<file path="src/rtl/index_match_reader.sv">
// Two-pointer merge over two sorted index memories; emits the data pair at every shared index.
// Optional MATCH_STALL_EN adds a match_ready back-pressure input on the match output.
module index_match_reader #(
    parameter int AW = 4,
    parameter int DW = 8
) (
    input  logic          clk,
    input  logic          reset,
    input  logic          start,
    input  logic [AW:0]   len1,
    input  logic [AW:0]   len2,
    output logic [AW-1:0] cnt1,
    output logic [AW-1:0] cnt2,
    input  logic [DW-1:0] r1,
    input  logic [DW-1:0] r2,
    output logic [AW-1:0] addr1,
    output logic [AW-1:0] addr2,
    input  logic [DW-1:0] out1,
    input  logic [DW-1:0] out2,
`ifdef MATCH_STALL_EN
    input  logic          match_ready,
`endif
    output logic          match_valid,
    output logic [DW-1:0] match_idx,
    output logic [DW-1:0] match_d1,
    output logic [DW-1:0] match_d2,
    output logic [AW:0]   match_count,
    output logic          busy,
    output logic          done
);

    typedef enum logic [2:0] {
        S_IDLE,
        S_RD_IDX,
        S_CMP,
        S_RD_DATA,
        S_EMIT,
        S_HOLD,
        S_DONE
    } state_t;

    state_t        r_state;
    logic [AW:0]   r_p1;
    logic [AW:0]   r_p2;
    logic [AW:0]   r_len1;
    logic [AW:0]   r_len2;
    logic [AW-1:0] r_addr;

    logic [AW:0]   w_p1_inc;
    logic [AW:0]   w_p2_inc;
    logic          w_end_lt;
    logic          w_end_gt;
    logic          w_end_eq;

    assign cnt1     = r_p1[AW-1:0];
    assign cnt2     = r_p2[AW-1:0];
    assign addr1    = r_addr;
    assign addr2    = r_addr;

    assign w_p1_inc = r_p1 + 1'b1;
    assign w_p2_inc = r_p2 + 1'b1;
    // Every step advances at least one pointer, so a pass always terminates.
    assign w_end_lt = (w_p1_inc == r_len1) || (r_p2 == r_len2);
    assign w_end_gt = (r_p1 == r_len1) || (w_p2_inc == r_len2);
    assign w_end_eq = (w_p1_inc == r_len1) || (w_p2_inc == r_len2);

    always_ff @(posedge clk or negedge reset) begin
        if (!reset) begin
            r_state     <= S_IDLE;
            r_p1        <= '0;
            r_p2        <= '0;
            r_len1      <= '0;
            r_len2      <= '0;
            r_addr      <= '0;
            match_valid <= 1'b0;
            match_idx   <= '0;
            match_d1    <= '0;
            match_d2    <= '0;
            match_count <= '0;
            busy        <= 1'b0;
            done        <= 1'b0;
        end else begin
            done        <= 1'b0;
            match_valid <= 1'b0;
            unique case (r_state)
                S_IDLE: begin
                    busy <= 1'b0;
                    if (start) begin
                        r_len1      <= len1;
                        r_len2      <= len2;
                        r_p1        <= '0;
                        r_p2        <= '0;
                        r_addr      <= '0;
                        match_count <= '0;
                        match_idx   <= '0;
                        match_d1    <= '0;
                        match_d2    <= '0;
                        busy        <= 1'b1;
                        if (len1 == '0 || len2 == '0)
                            r_state <= S_DONE;
                        else
                            r_state <= S_RD_IDX;
                    end
                end
                S_RD_IDX: r_state <= S_CMP;
                S_CMP: begin
                    if (r1 < r2) begin
                        r_p1    <= w_p1_inc;
                        r_state <= w_end_lt ? S_DONE : S_RD_IDX;
                    end else if (r1 > r2) begin
                        r_p2    <= w_p2_inc;
                        r_state <= w_end_gt ? S_DONE : S_RD_IDX;
                    end else begin
                        match_idx <= r1;
                        r_addr    <= r1[AW-1:0];
                        r_state   <= S_RD_DATA;
                    end
                end
                S_RD_DATA: r_state <= S_EMIT;
                S_EMIT: begin
                    match_d1    <= out1;
                    match_d2    <= out2;
                    match_valid <= 1'b1;
`ifdef MATCH_STALL_EN
                    r_state     <= S_HOLD;
`else
                    match_count <= match_count + 1'b1;
                    r_p1        <= w_p1_inc;
                    r_p2        <= w_p2_inc;
                    r_state     <= w_end_eq ? S_DONE : S_RD_IDX;
`endif
                end
`ifdef MATCH_STALL_EN
                S_HOLD: begin
                    if (match_ready) begin
                        match_count <= match_count + 1'b1;
                        r_p1        <= w_p1_inc;
                        r_p2        <= w_p2_inc;
                        r_state     <= w_end_eq ? S_DONE : S_RD_IDX;
                    end else begin
                        match_valid <= 1'b1;
                    end
                end
`endif
                S_DONE: begin
                    done    <= 1'b1;
                    busy    <= 1'b0;
                    r_state <= S_IDLE;
                end
                default: r_state <= S_IDLE;
            endcase
        end
    end

endmodule

</file>
<file path="config.mk">
export PLATFORM = sky130hd
export DESIGN_NAME = index_match_reader
export DESIGN_NICKNAME = d
export VERILOG_FILES = /design/src/rtl/index_match_reader.sv
export SDC_FILE = /design/constraint.sdc
export NUM_CORES = 1
export LEC_CHECK = 0
export ABC_AREA = 1
export CORE_MARGIN = 2
export CORE_UTILIZATION = 55
export CTS_BUF_LIST = sky130_fd_sc_hd__clkbuf_2
export DETAILED_ROUTE_END_ITERATION = 7
export DONT_BUFFER_PORTS = 1
export PLACE_DENSITY_LB_ADDON = 0.1
export SLEW_MARGIN = 25
export SYNTH_ARGS = -nofsm -noshare
export SYNTH_HDL_FRONTEND = slang
export SYNTH_SLANG_ARGS = --single-unit
export TNS_END_PERCENT = 50
</file>
<file path="constraint.sdc">
create_clock -name clk -period 1.8 [get_ports clk]
set_input_delay 0.18 -clock clk [delete_from_list [all_inputs] [get_ports clk]]
set_output_delay 0.18 -clock clk [all_outputs]
set_load 0.005 [all_outputs]
</file>
==> results.json <==
{
  "placed_cells": 424,
  "mostFrequentLayoutCells": "nand2_1, dfrtp_1, dlygate4sd3_1, inv_1, nand3_1",
  "h-tree-depth": 2,
  "area.sequential_sq_um": 1376,
  "critPathSlowestCell": "dfrtp_1",
  "ys_ff_latch": 55,
  "syn-instance-count": 367,
  "leakagePower_uw": 0.001796,
  "coreArea_sq_um": 5473,
  "max_freq_mhz": 594.0,
  "synth_cell_types": 28,
  "clock_latency_ns": 0.44,
  "clkTransAtPathRegs_ns": 0.30,
  "multi_input_area_sq_um": 1428,
  "layout.cells.non_filler": 469,
  "antenna_found_initial": 0,
  "outcome": "finished, final reports clean",
  "diodes": 0,
  "final.setup_skew_ns": 0.01774,
  "post-route-drc-count": 0,
  "hp-class": "in -> reg",
  "start_kind": "flip-flop",
  "cts_tree": "built",
  "synthToLayoutAreaGrowth_pct": 14.70,
  "overflow": 0,
  "r2r_start": "r_state[1]",
  "pin_count": 93,
  "drv_slew": 0,
  "hold_viol": 0,
  "vdd_drop_max_mv": 0.6343,
  "synth_async_sr_flop_share": 1.000,
  "critPathBufInv": 3,
  "min_period_over_period": 0.9353,
  "min_from": "len1[0]",
  "fillers": 481,
  "vias_per_cell": 5.207,
  "cts_max_path_buffers": 2,
  "die_width_microns": 78.95,
  "setup_viol": 0,
  "cts_inserted_buffers": 5,
  "clock-sinks": 55,
  "vias": 2442,
  "worstSetupPathType": "reg -> reg",
  "layout-drive-gt1-share": 0.1310,
  "die-height_microns": 78.95,
  "power_uw": 4766,
  "final_common_cell": "nand2_1",
  "cts_root_buf": "clkbuf_2",
  "syn_area_sq_um": 3089,
  "synth-seq-area-share": 0.4455,
  "grt_max_degree": 56,
  "p_per_area_nw_per_um2": 1345,
  "grt_use_total": 0.2252,
  "cap_violations": 0,
  "path_cells": "nor2_1 -> inv_2 -> nor2_4 -> nor2_4 -> inv_2 -> nor2_2 -> inv_2 -> nand3_4 -> o31ai_2",
  "required_ns": 2.19,
  "dr.pass1.iters": 4,
  "startpoint": "r_state[1]",
  "critPathTopFamily": "simple AND/OR/NAND/NOR gates",
  "die-area_sq_um": 6232,
  "cp-end-kind": "flip-flop",
  "slew_headroom": 0.6764,
  "wirelength_mm": 6.488,
  "synth-edff-count": 0,
  "cpPeakStageDelay_ns": 0.48,
  "arrival_ns": 2.07,
  "synth_warnings": 0,
  "first_global_vias": 2498,
  "nets": 452,
  "port_buffers": 0,
  "postCtsSetupBuffers": 0,
  "cp_common_cell": "inv_2",
  "synth_nets": 423,
  "period_needed_ns": 1.684,
  "tns_ns": 0,
  "grt_pass1_wl_mm": 11.16,
  "wire_per_inst_microns": 13.83,
  "drt_iter0_markers": 82,
  "hpwl_mm": 4.575,
  "ant_nets": 0,
  "synth_ff_type": "dfrtp_1",
  "gp_congestion": 0.7899,
  "rows": 27,
  "syn_avg_cell_area_sq_um": 8.417,
  "tightestPinTransition_ns": 0.4842,
  "path_max_fanout": 12,
  "start_util": 0.5645
}
## worst min-delay path, stage by stage
cell and delay (ns):
nor2_1 0.07, nand2_1 0.05, nand2_1 0.13, o21ai_0 0.09, inv_1 0.05, a21oi_1 0.06
## cells in the mapped netlist (3+ instances only)
cell type / count / area share
nand2_1: 103 / 0.13
a21oi_1: 8 / 0.013
a22o_1: 17 / 0.048
ha_1: 11 / 0.045
nor2_4: 4 / 0.015
inv_2: 9 / 0.011
nor2_2: 6 / 0.012
xnor2_1: 5 / 0.014
dfrtp_1: 55 / 0.45
o21ai_0: 17 / 0.028
nand4_1: 3 / 0.0061
nand2_2: 5 / 0.010
nand3_2: 3 / 0.0097
o21ai_1: 5 / 0.0081
buf_4: 18 / 0.044
nor3_1: 3 / 0.0049
inv_1: 32 / 0.039
nor2_1: 19 / 0.023
xor2_1: 12 / 0.034
nand3_1: 21 / 0.034
## through the flow
| step | setup slack (ns) | area [sq um] | hold slack (ns) | util |
|---|---|---|---|---|
| finish | 0.1165 | 3543 | 0.1774 | 0.6475 |
| CTS | 0.01762 | 3503 | 0.1264 | 0.6401 |
| detailed placement | 0.02875 | 3064 | -0.1144 | 0.5599 |
| global placement | 0.07084 | 3064 | -0.1143 | 0.5599 |
| global route | -0.003458 | 3543 | 0.1454 | 0.6475 |
| floorplan | 0.2114 | 3089 | -0.1156 | - |
## layer usage
| layer | share of wire | global-route usage |
|---|---|---|
| met4 | 0.0076 | 0.05345 |
| met5 | 0 | 0 |
| met1 | 0.45 | 0.2786 |
| met3 | 0.046 | 0.04773 |
| met2 | 0.50 | 0.4034 |
## path summary, 6_finish.rpt
path                                  end  slack, ns  cells after the start
max                               r_p1[4]       0.12                      9
min                            r_state[0]       0.18                      6
max reg2reg                       r_p1[4]       0.12                      9
min reg2reg                  match_idx[7]       0.54                      2
max in group asynchronous         r_p1[4]       1.38                      2
min in group asynchronous  match_count[3]       0.20                      2
## logic make-up after synthesis
family,share of synthesized area
AND/OR/NAND/NOR,0.2454
XOR/XNOR,0.04820
adder cells (fa/ha/maj),0.04455
buffers and inverters,0.1053
AO/OA/AOI/OAI,0.1110
flip-flops,0.4455
## timing repair
item	in CTS	in global routing
endpoints found under the hold margin	93	0
gates resized for setup	0	8
hold buffers	37	0
endpoints found under the setup margin	0	27
## power by group
part           total [uW]  switching, uW  internal (uW)
sequential           2040            383           1650
combinational        2200           1350            854
clock                 530            418            111
total                4770           2150           2620
## flip-flops by register name, indices dropped and copies added (netlist names)
signal,flops
busy,1
r_state,3
r_len2,5
match_idx,8
match_d2,8
done,1
r_p2,5
match_count,5
r_p1,5
match_d1,8
r_len1,5
match_valid,1
## final cells by class
cell class	instances	share of cell area
tap	72	0.02542
clock buffer	5	0.007062
inverter	42	0.04449
clock inverter	3	0.007415
multi-input combinational	248	0.4029
timing repair buffer	44	0.1243
sequential	55	0.3884
Power figures use the tool's default switching activity.
